--- config.mk ---
export PLATFORM = sky130hd
export DESIGN_NAME = rob_retire
export DESIGN_NICKNAME = d
export VERILOG_FILES = /design/src/rtl/rob_pkg.sv /design/src/rtl/rob_out_fifo.sv /design/src/rtl/rob_retire.sv
export SDC_FILE = /design/constraint.sdc
export NUM_CORES = 1
export LEC_CHECK = 0
export ABC_AREA = 1
export BUFFER_PORTS_ARGS = -buffer_cell sky130_fd_sc_hd__buf_4
export CAP_MARGIN = 20
export CORE_UTILIZATION = 34
export DETAILED_ROUTE_END_ITERATION = 10
export GPL_ROUTABILITY_DRIVEN = 0
export MAX_ROUTING_LAYER = met4
export PLACE_DENSITY = 0.58
export SLEW_MARGIN = 40
export SYNTH_ARGS = -nofsm -noshare
export SYNTH_HDL_FRONTEND = slang
export SYNTH_HIERARCHICAL = 1
export SYNTH_SLANG_ARGS = --single-unit
export TNS_END_PERCENT = 100
--- constraint.sdc ---
create_clock -name clk -period 2.1 [get_ports clk]
set_input_delay 0.21 -clock clk [delete_from_list [all_inputs] [get_ports clk]]
set_output_delay 0.21 -clock clk [all_outputs]
set_load 0.03 [all_outputs]
--- src/rtl/rob_pkg.sv ---
// Shared types for the reorder-buffer retire path: FSM state, default tag
// width and the {tag, data} record carried by the output FIFO.
package rob_pkg;

    localparam int ADDR_WIDTH_DEF = 4;
    localparam int DATA_WIDTH_DEF = 32;
    localparam int DEPTH          = 2 ** ADDR_WIDTH_DEF;

    typedef logic [ADDR_WIDTH_DEF-1:0] tag_t;

    typedef enum logic {
        FETCH = 1'b0,
        CHECK = 1'b1
    } retire_state_t;

    typedef struct packed {
        tag_t                      tag;
        logic [DATA_WIDTH_DEF-1:0] data;
    } rob_entry_t;

endpackage

--- src/rtl/rob_out_fifo.sv ---
// Two-entry output FIFO: push/full on the write side, valid/ready on the read
// side. A push and a pop in the same cycle leave the occupancy unchanged.
module rob_out_fifo
    import rob_pkg::*;
#(
    parameter type entry_t = rob_entry_t
) (
    input  logic   clk,
    input  logic   rst_n,
    input  logic   flush,
    input  logic   push,
    input  entry_t push_data,
    output logic   full,
    output logic   valid,
    input  logic   ready,
    output entry_t pop_data
);

    entry_t     mem [2];
    logic       wr_ptr;
    logic       rd_ptr;
    logic [1:0] count;
    logic       pop;

    assign valid    = (count != 2'd0);
    assign full     = (count == 2'd2);
    assign pop      = valid & ready;
    assign pop_data = mem[rd_ptr];

    always_ff @(posedge clk or negedge rst_n) begin
        if (!rst_n) begin
            for (int i = 0; i < 2; i++) mem[i] <= '0;
            wr_ptr <= 1'b0;
            rd_ptr <= 1'b0;
            count  <= 2'd0;
        end else if (flush) begin
            // Stored words are left as-is; only occupancy matters once empty.
            wr_ptr <= 1'b0;
            rd_ptr <= 1'b0;
            count  <= 2'd0;
        end else begin
            if (push) begin
                mem[wr_ptr] <= push_data;
                wr_ptr      <= ~wr_ptr;
            end
            if (pop) rd_ptr <= ~rd_ptr;
            count <= count + {1'b0, push} - {1'b0, pop};
        end
    end

endmodule

--- src/rtl/rob_retire.sv ---
// In-order retire stage: polls the head entry of the valid/payload memories,
// moves valid entries into a 2-deep output FIFO and clears them in the ROB.
module rob_retire
    import rob_pkg::*;
#(
    parameter int ADDR_WIDTH = 4,
    parameter int DATA_WIDTH = 32,
    parameter int CNT_WIDTH  = 32
) (
    input  logic                  clk,
    input  logic                  rst_n,
    output logic [ADDR_WIDTH-1:0] vld_addr_o,
    input  logic                  vld_i,
    output logic [ADDR_WIDTH-1:0] data_addr_o,
    input  logic [DATA_WIDTH-1:0] data_i,
    output logic                  clr_o,
    output logic [ADDR_WIDTH-1:0] clr_addr_o,
    input  logic                  flush_i,
    output logic                  out_valid_o,
    input  logic                  out_ready_i,
    output logic [ADDR_WIDTH-1:0] out_tag_o,
    output logic [DATA_WIDTH-1:0] out_data_o,
    output logic [ADDR_WIDTH-1:0] head_o,
    output logic [CNT_WIDTH-1:0]  retired_cnt_o
);

    typedef struct packed {
        logic [ADDR_WIDTH-1:0] tag;
        logic [DATA_WIDTH-1:0] data;
    } out_entry_t;

    retire_state_t         state;
    logic [ADDR_WIDTH-1:0] head;
    logic [CNT_WIDTH-1:0]  retired_cnt;
    logic                  fifo_full;
    logic                  push;
    out_entry_t            push_entry;
    out_entry_t            pop_entry;

    // Fullness is sampled before any same-cycle pop, so a draining FIFO
    // still blocks the push; the head simply gets polled again.
    assign push       = (state == CHECK) && vld_i && !fifo_full && !flush_i;
    assign push_entry = '{tag: head, data: data_i};

    always_ff @(posedge clk or negedge rst_n) begin
        if (!rst_n) begin
            state       <= FETCH;
            head        <= '0;
            retired_cnt <= '0;
        end else if (flush_i) begin
            state <= FETCH;
            head  <= '0;
        end else begin
            case (state)
                FETCH: state <= CHECK;
                CHECK: begin
                    state <= FETCH;
                    if (push) begin
                        head        <= head + 1'b1;
                        retired_cnt <= retired_cnt + 1'b1;
                    end
                end
                default: state <= FETCH;
            endcase
        end
    end

    rob_out_fifo #(
        .entry_t (out_entry_t)
    ) u_out_fifo (
        .clk       (clk),
        .rst_n     (rst_n),
        .flush     (flush_i),
        .push      (push),
        .push_data (push_entry),
        .full      (fifo_full),
        .valid     (out_valid_o),
        .ready     (out_ready_i),
        .pop_data  (pop_entry)
    );

    assign vld_addr_o    = head;
    assign data_addr_o   = head;
    assign clr_o         = push;
    assign clr_addr_o    = head;
    assign head_o        = head;
    assign retired_cnt_o = retired_cnt;
    assign out_tag_o     = pop_entry.tag;
    assign out_data_o    = pop_entry.data;

endmodule

; Yosys cells after proc, flatten, opt, wreduce, memory -nomap -nowiden
; Index checks and enable logic that the tools add are counted.
[totals]
in_bits = 37
wordCells = 54
ff_bits = 113
[op_classes]
bitwise_logic = 7
add_sub_neg = 4
n_reduce_logical = 13
eq_ne = 1
mux = 16
magnitude_cmp = 3
[ops]
columns = operator, n
row1 = $mux 36, 4
row2 = $bwmux 72, 1
row3 = $demux 36 s1, 1
row4 = $add 32x1->32 const B, 1
row5 = $mux 4, 3
row6 = $reduce_bool 2->1, 4
row7 = $mux 1, 5
row8 = $add 4x1->4 const B, 1
row9 = $ge 2x2->1 const B, 2
row10 = $logic_and 1x1->1, 4
row11 = $not 1->1, 4
row12 = $not 1->2, 2
row13 = $reduce_and 2->1, 2
row14 = $reduce_and 3->1, 1
row15 = $add 2x1->2, 1
row16 = $eq 2x2->1 const B, 1
row17 = $logic_not 1->1, 2
row18 = $lt 2x1->1 const B, 1
row19 = $mux 2, 1
row20 = $pmux 1 s2, 1
row21 = $sub 2x1->2, 1
row22 = $and 1x1->1, 1

; Logic depth before layout (Yosys ltp)
; Gate-level depths: netlist of the first run.
[logic_depth]
ltp_word = 7
depth_mapped = 11
depth_no_buf = 10

; Modules after synthesis
; Netlist of the first run, hierarchy kept.
[modules_own_cells]
columns = module, seq_area_each_um2, cells_per_inst, area_each_um2, n_inst
row1 = rob_out_fifo, 1901.8, 413, 3714.8, 1
row2 = rob_retire, 925.9, 286, 2184.6, 1

; Least setup slack after synthesis of the first run
; OpenSTA, ideal clock, no wires.
[synth_timing]
path_type = reg-to-reg
startpoint = reg retired_cnt[1] (netlist: retired_cnt_o[1])
endpoint = reg retired_cnt[28] (netlist: retired_cnt_o[28])
path_slack_ns = 0.495
required_time_ns = 1.987
arrival_time_ns = 1.492
path_buffers = 0
stages_incl_launch_ff = 11
synth_period_minus_slack_ns = 1.605
setup_time_ns = 0.113
cell_sequence = dfrtp_1 ha_1 nand3_1 inv_1 nand2_1 nor2_1 nand2_1 nor2_1 nand2_1 nand2_1 inv_1
[synth_via]
elab_chain_len = 1
[synth_lines]
columns = element, line
row1 = from (decl), rob_retire.sv:34  ; logic [CNT_WIDTH-1:0] retired_cnt;
row2 = from (signal assigned), rob_retire.sv:60  ; retired_cnt <= retired_cnt + 1'b1;
row3 = $add 32x1->32, rob_retire.sv:60
; No other way between the ends.
; A chain may end at the register's enable or synchronous reset.

; Worst setup path after layout of the first run
[layout_timing]
startpoint = reg u_out_fifo.count[1]
endpoint = out clr_o
[layout_via]
elab_chain_len = 4
[layout_lines]
columns = element, line
row1 = from (decl), rob_out_fifo.sv:22  ; logic [1:0] count;
row2 = from (signal assigned), rob_out_fifo.sv:47  ; count <= count + {1'b0, push} - {1'b0, pop};
row3 = $eq 2x2->1, rob_out_fifo.sv:26  ; assign full = (count == 2'd2);
row4 = via fifo_full, rob_retire.sv:35  ; logic fifo_full;
row5 = $logic_not 1->1, rob_retire.sv:42  ; assign push = (state == CHECK) && vld_i && !fifo_full && !flush_i;
row6 = $logic_and 1x1->1 (2 in a row), rob_retire.sv:42
row7 = to (decl), rob_retire.sv:16  ; output logic clr_o,
; The timed path passes the listed nets, and every way through them passes these cells.

==> metrics.cfg, run 1 <==
[routing]
drcViolationCount = 0
final_antenna_net_count = 0
wl_um = 13300
vias = 4665
via_per_inst = 4.44
drtPass1Iterations = 5
wire_per_inst_um = 12.7
drt-initial-drc-count = 226

[clock_network]
cts_sinks = 113
clkLatencyLatePin_ns = 0.41
cts_setup_buffers = 0
cts_buffers = 17
cts.reportedPaths.clkPinSlew_ns = 0.05
root_buffer = clkbuf_16
cts_tree = built
cts_buffer_depth = 2
ctsHtreeMaxLevel = 4

[timing]
drv_slew = 0
hold_violations = 0
finalCriticalPeriod_ns = 1.94
max_freq_mhz = 516
setup_violations = 0
tightestPinTransition_ns = 0.504
fin_worst_skew_ns = 0.00568
max_slew_margin = 0.664
fin_crit_sh = 0.922
rsz0062_at_grt = no
setup_tns_ns = 0

[layout]
drive_above_1_share = 0.310
n_antenna_cell = 0
syn2layout_area_growth_pct = 27.9
design_area_um2 = 7540
utilization = 0.450
ff_latch_area_um2 = 2830
multiInputGateArea_um2 = 2470
fill_cells = 1691
fin_cells = 1051
fin_nets = 859

[setup_path]
path_class = register to output pin
r2r-start = u_out_fifo/count[1]
timing.rr.end = retired_cnt_o[25]
r2r_cells = 11
cp_max_fo = 13
start_kind = register
startpoint = u_out_fifo/count[1]
worst_ep_required_time_ns = 1.89
worst_ep_arrival_time_ns = 1.73
crit_path_end_kind = output pin
r2r_setup_slack_ns = 0.40

[die]
ioPinCount = 123
placementRows = 47
die_area_um2 = 17900
core_area_um2 = 16800
die_y_um = 134
initial_core_util = 0.352
die_width_um = 134

[place]
placed_cells = 1017
placement.io_buffers = 122
dpl_cell_area_um2 = 6920
dp_hpwl_um = 9000

[power_and_ir_drop]
p_switching_mw = 3.08
ir_drop_v = 0.000553
finalPower_mw = 8.58
powerDensity_nw_per_um2 = 1140
power_leakage_nw = 4.03
p_comb_frac = 0.330
p_sw_frac = 0.359
seqPwrFrac = 0.329
p_clk_frac = 0.341
intPower_mw = 5.50

[status]
status = completed

[hold_path]
hold_class = input port to register
hp-start = data_i[14]
whs_path_depth = 3
hold_end = u_out_fifo/mem[50]

[grt]
grt_pass1_vias = 4419
grt_first_pass_wirelength_um = 22600
antenna_found_initial = 0
grt.overflow.total = 0
grt_usage = 0.166
grt_max_degree = 73

[logic_synthesis]
synth-seq-cells = 113
syn_area_um2 = 5900
ys_seq_area_frac = 0.479
yosysTopAreaCell = dfrtp_1
yosys-top-cells-area = dfrtp_1 48%, nand2_1 17%, o21ai_2 11%
synth_edf_count = 0
synth_common_cells = 262 x nand2_1, 113 x dfrtp_1, 79 x inv_1, 72 x o21ai_2, 42 x nor2_1
synth_cell_types = 29
synth_nets = 740
synth_ff_type = dfrtp_1
yosysMostFrequentCell = nand2_1
synth_cells = 699
yosys_warnings = 6
synthArstFlopShare = 1.00
synth_top_area_share = 0.479
syn_avg_cell_area_um2 = 8.44

[flow_run]
maxCapViolCount = 0

-- critical path: stages, from the launching register on --
cell and delay [ns]:
dfrtp_1 0.37, inv_1 0.09, nor2_1 0.06, nor2_2 0.13, nand2_2 0.07, inv_1 0.16, buf_4 0.24, buf_4 0.19
-- placed cells by master, fill, tap and decap left out, types with 9 or more instances in the layout --
cell       instances
dfrtp_1          113
nor2_1            42
clkbuf_16         17
o21ai_2           72
buf_4            129
xor2_1            14
nand2_2           12
nand4_1            9
nand3_1           20
inv_1             79
nand2_1          262
-- logic make-up after synthesis --
| group | Yosys count | synth area share |
|---|---|---|
| compound gates | 80 | 0.114 |
| xor+xnor | 20 | 0.0297 |
| fa+ha+maj | 4 | 0.00848 |
| buf+inv | 116 | 0.102 |
| flops | 113 | 0.479 |
| simple gates | 366 | 0.266 |
-- layer usage --
metal  share of wire  vias up  track usage
met3           0.045       15       0.0377
li1                -     2401            -
met5               0        -            -
met2            0.46      107        0.244
met1            0.48     2142        0.220
met4           0.013        0       0.0676
-- metrics by stage --
| stage | setup WS (ns) | hold slack (ns) |
|---|---|---|
| 6_report | 0.163 | 0.0767 |
| 5_1_grt | 0.0417 | 0.0624 |
| 4_1_cts | 0.134 | 0.0590 |
| 3_5_place_dp | 0.394 | 0.219 |
| 3_3_place_gp | 0.434 | 0.218 |
| 2_1_floorplan | 0.495 | -0.0856 |
-- area by class of cell --
cell class	count	area share
Clock inverter	9	0.0174
Tap cell	220	0.0365
Multi-Input combinational cell	470	0.327
Clock buffer	23	0.0620
Sequential cell	113	0.375
Inverter	81	0.0403
Timing Repair Buffer	135	0.142
-- repair_timing --
item | 4_1_cts | 5_1_grt
resized for setup | 0 | 0
hold endpoints to repair | 35 | 0
hold buffers | 2 | 0
-- power groups by stage --
stage	Combinational, mW	Clock [mW]	Sequential [mW]
2_1_floorplan	1.85	0	2.89
3_3_place_gp	2.84	0	2.85
3_5_place_dp	2.87	0	2.86
4_1_cts	2.88	3.00	2.82
5_1_grt	3.10	3.09	2.87
6_report	2.83	2.93	2.82
-- how the worst max path moves through the flow --
stage	end	slack, ns
2_1_floorplan	retired_cnt_o[28]	0.50
3_3_place_gp	retired_cnt_o[25]	0.43
3_5_place_dp	retired_cnt_o[25]	0.39
4_1_cts	clr_o	0.13
5_1_grt	clr_o	0.04
6_report	clr_o	0.16
-- flip-flops by register name (all words and copies together) (netlist names) --
| signal | flops |
|---|---|
| clr_addr_o | 4 |
| u_out_fifo/count | 2 |
| u_out_fifo/mem | 72 |
| u_out_fifo/wr_ptr | 1 |
| u_out_fifo/rd_ptr | 1 |
| state | 1 |
| retired_cnt_o | 32 |
No activity file was read; power rests on OpenSTA's default activity.
==> run 2, diff against run 1 <==
==> constraint.sdc (replaced) <==
create_clock -name clk -period 2 [get_ports clk]
set_input_delay 0.2 -clock clk [delete_from_list [all_inputs] [get_ports clk]]
set_output_delay 0.2 -clock clk [all_outputs]
set_load 0.03 [all_outputs]
==> run 2 against run 1 <==
Combinational power is 6% higher. Highest routed layer unchanged. Largest cell class unchanged. Count of clock-buffer cells in the layout is 3 lower. Global-route usage is 0.093 points lower. Core utilization is 0.060 points higher.
==> metrics.cfg, run 2 (synthesized netlist as in run 1, its figures left out) <==
[timing]
max_freq_mhz = 550
tightestPinTransition_ns = 0.507
fin_worst_skew_ns = 0.00575
hold_violations = 0
setup_violations = 0
setup_tns_ns = 0
rsz0062_at_grt = no
hold_ws_ns = 0.0641
max_slew_margin = 0.662
finalCriticalPeriod_ns = 1.82
drv_slew = 0
fin_crit_sh = 0.910

[layout]
syn2layout_area_growth_pct = 28.0
layout_common_cells = 262 x nand2_1, 129 x buf_4, 113 x dfrtp_1, 78 x inv_1, 72 x o21ai_2
fin_nets = 863
fin_cells = 1054
final_common_cell = nand2_1
largest_register_ffs = 72
drive_above_1_share = 0.317
n_antenna_cell = 0
largest-register = u_out_fifo/mem

[setup_path]
path_buf_inv = 4
max_stage_delay_ns = 0.37
crit_path_end_kind = output pin
worst_ep_required_time_ns = 1.80
cp_cell_sequence = inv_1 -> nor2_1 -> nor2_2 -> nand2_2 -> inv_2 -> buf_6 -> buf_4
start_kind = register
slowest_stage = dfrtp_1
worst_ep_arrival_time_ns = 1.62
critPathTopFamily = buffers and inverters
cp_max_fo = 13
path_class = register to output pin

[routing]
drtPass1Iterations = 4
drt-initial-drc-count = 207
wl_um = 13400
final_antenna_net_count = 0
wire_per_inst_um = 12.7
via_per_inst = 4.38
vias = 4618
drcViolationCount = 0

[grt]
antenna_found_initial = 0
grt.overflow.total = 0
grt_usage = 0.165
grt_pass1_vias = 4391
grt_max_degree = 40
grt_first_pass_wirelength_um = 22400

[clock_network]
clkLatencyLatePin_ns = 0.41
cts_buffer_depth = 2
cts_sinks = 113
cts.reportedPaths.clkPinSlew_ns = 0.06
ctsHtreeMaxLevel = 4
cts_buffers = 17
root_buffer = clkbuf_16
cts_tree = built
cts_setup_buffers = 0

[status]
status = completed

[power_and_ir_drop]
p_comb_frac = 0.344
ir_drop_v = 0.000585
intPower_mw = 5.51
seqPwrFrac = 0.339
p_switching_mw = 3.24
power_leakage_nw = 4.05
p_clk_frac = 0.317
powerDensity_nw_per_um2 = 1160
p_sw_frac = 0.370
finalPower_mw = 8.74

[die]
core_area_um2 = 16800
initial_core_util = 0.352
die_y_um = 134
die_area_um2 = 17900
placementRows = 47
die_width_um = 134
ioPinCount = 123

[place]
placement.io_buffers = 122
dp_hpwl_um = 9270
placed_cells = 1021

[flow_run]
maxCapViolCount = 0

[hold_path]
hold_class = input port to register

-- run 2: per-stage QoR --
stage	setup WS [ns]	util	instance area [um2]
finish	0.181	0.451	7550
global route	0.0713	0.451	7550
CTS	0.0298	0.450	7550
detailed placement	0.291	0.417	6990
global placement	0.339	0.417	6990
floorplan	0.395	-	5900
-- run 2: routing by layer --
layer,track usage,vias to the layer above,share of wire
met5,-,-,0
met4,0.0568,0,0.014
met3,0.0388,16,0.044
met2,0.248,117,0.46
met1,0.217,2085,0.48
li1,-,2400,-
-- run 2: cell type report --
cell class,instances,area [um2]
sequential,113,2830
clock buffer,20,447
fill,1717,9210
tap,220,275
multi-input combinational,470,2470
inverter,81,304
clock inverter,11,91.3
timing repair buffer,139,1140
-- run 2: power groups by stage --
stage | registers (mW) | clock network (mW) | logic, mW
after floorplan | 3.04 | 0 | 1.94
after global placement | 3.00 | 0 | 3.03
after detailed placement | 3.00 | 0 | 3.05
after CTS | 2.96 | 2.84 | 3.06
after global routing | 3.02 | 2.94 | 3.26
final | 2.97 | 2.77 | 3.01
-- run 2: final timing paths --
path	start	endpoint	slack, ns	cells past startpoint
worst max-delay path	u_out_fifo/count[1]	clr_o	0.18	7
worst min-delay path	data_i[14]	u_out_fifo/mem[50]	0.06	3
worst max register to register	retired_cnt_o[1]	retired_cnt_o[28]	0.37	10
worst min register to register	state	state	0.46	1
max in group asynchronous	rst_n	retired_cnt_o[4]	1.01	3
min in group asynchronous	rst_n	u_out_fifo/mem[65]	0.30	2
-- run 2: worst min-delay path: cells and delay by family --
| kind | cells | cell delay [ns] |
|---|---|---|
| AOI/OAI and AO/OA | 1 | 0.12 |
| buffers and inverters | 2 | 0.12 |
-- run 2: timing repair --
item                                   CTS  global route
gates resized for setup                  0             2
setup endpoints to repair                0             1
endpoints found under the hold margin   34             0
hold buffers                             2             0
==> run 3, diff against run 2 <==
--- a/config.mk
+++ b/config.mk
@@ -13,6 +13,7 @@
 export GPL_ROUTABILITY_DRIVEN = 0
 export MAX_ROUTING_LAYER = met4
 export PLACE_DENSITY = 0.58
+export RECOVER_POWER = 100
 export SLEW_MARGIN = 40
 export SYNTH_ARGS = -nofsm -noshare
 export SYNTH_HDL_FRONTEND = slang
==> run 3 against run 2 <==
Routed wire length increased by 0.55%. Critical path type unchanged. Total power decreased by 5.7%. Sequential power about the same. Via count increased by 0.15%. Design area decreased by 8.2%.
==> metrics.cfg, run 3 (synthesized netlist as in run 1, its figures left out) <==
[clock_network]
cts_buffers = 17
cts.reportedPaths.clkPinSlew_ns = 0.05
cts_sinks = 113
cts_tree = built
cts_buffer_depth = 2
ctsHtreeMaxLevel = 4
clkLatencyLatePin_ns = 0.41
root_buffer = clkbuf_16

[timing]
tightestPinTransition_ns = 0.946
finalCriticalPeriod_ns = 1.84
fin_crit_sh = 0.922
max_slew_margin = 0.370
setup_tns_ns = 0
setup_violations = 0
finalWorstSetupSlack_ns = 0.156
max_freq_mhz = 542
fin_worst_skew_ns = 0.00602
rsz0062_at_grt = no
hold_ws_ns = 0.0500
drv_slew = 0
hold_violations = 0

[power_and_ir_drop]
power_leakage_nw = 3.59
powerDensity_nw_per_um2 = 1190
finalPower_mw = 8.25
ir_drop_v = 0.000584

[layout]
design_area_um2 = 6930
final_common_cell = nand2_1
fin_cells = 1054
largest-register = u_out_fifo/mem
largest_register_ffs = 72
utilization = 0.414
layout_common_cells = 269 x nand2_1, 113 x dfrtp_1, 79 x inv_1, 77 x clkbuf_1, 55 x o21ai_0
n_antenna_cell = 0
syn2layout_area_growth_pct = 17.5
fin_nets = 863
drive_above_1_share = 0.151

[setup_path]
worst_ep_required_time_ns = 1.80
startpoint = u_out_fifo/rd_ptr
cp_max_fo = 37
crit_path_end_kind = output pin
r2r_setup_slack_ns = 0.20
worst_ep_arrival_time_ns = 1.64
r2r_cells = 11
timing.rr.end = retired_cnt_o[27]
crit_path_end = out_data_o[6]
start_kind = register
r2r-start = u_out_fifo/count[1]
path_class = register to output pin

[grt]
antenna_found_initial = 0
grt_pass1_vias = 4391
grt_first_pass_wirelength_um = 22400
grt_usage = 0.165
grt_max_degree = 40
grt.overflow.total = 0

[place]
placed_cells = 1021
placement.io_buffers = 122
dpl_cell_area_um2 = 6990
dp_hpwl_um = 9270
pre_cts_ws_ns = 0.291

[die]
die_width_um = 134
die_y_um = 134
initial_core_util = 0.352
core_area_um2 = 16800
placementRows = 47
ioPinCount = 123
die_area_um2 = 17900

[routing]
vias = 4625
wire_per_inst_um = 12.8
via_per_inst = 4.39
final_antenna_net_count = 0
wl_um = 13500
drt-initial-drc-count = 202
drcViolationCount = 0
drtPass1Iterations = 4

[hold_path]
hold_class = input port to register

[flow_run]
maxCapViolCount = 0

[status]
status = completed

[run 3: cell type report]
class / instances / area (um2)
well taps: 220 / 275
clock buffers: 20 / 447
repair buffers: 139 / 761
multi-input cells: 470 / 2220
inverters: 81 / 304
clock inverters: 11 / 91.3
flip-flops and latches: 113 / 2830
fillers: 1863 / 9830
[run 3: how the worst min path moves through the flow]
stage / endpoint / slack (ns) / start / depth (start not counted)
final: u_out_fifo/mem[50] / 0.05 / data_i[14] / 3
after global routing: u_out_fifo/mem[64] / 0.04 / data_i[28] / 3
after CTS: u_out_fifo/mem[14] / 0.05 / data_i[14] / 3
after detailed placement: u_out_fifo/mem[65] / 0.20 / rst_n / 1
after global placement: u_out_fifo/mem[29] / 0.20 / rst_n / 1
after floorplan: clr_addr_o[0] / -0.1 / rst_n / 0
[run 3: where the power goes]
| part | switching [mW] | leakage [nW] | internal [mW] |
|---|---|---|---|
| Sequential | 0.268 | 1.50 | 2.69 |
| Clock | 1.05 | 0.261 | 1.72 |
| Combinational | 1.83 | 1.83 | 0.697 |
| Total | 3.14 | 3.59 | 5.10 |
[run 3: critical path: stages, from the launching register on]
cell and delay (ns):
dfrtp_1 0.41, inv_1 0.11, buf_12 0.21, nand2_1 0.07, nand2_1 0.08, clkbuf_1 0.32
[run 3: metal layers]
layer / global-route usage / vias to the layer above / wire [um]
met5: - / - / 0
met4: 0.0568 / 0 / 189
met3: 0.0388 / 16 / 620
met2: 0.248 / 112 / 6160
met1: 0.217 / 2099 / 6530
li1: - / 2398 / -
[run 3: repair_timing]
action,in CTS,in global routing
gates resized for setup,0,2
endpoints found under the setup margin,0,1
hold buffers,2,0
endpoints found under the hold margin,34,0
buffers inserted,0,0
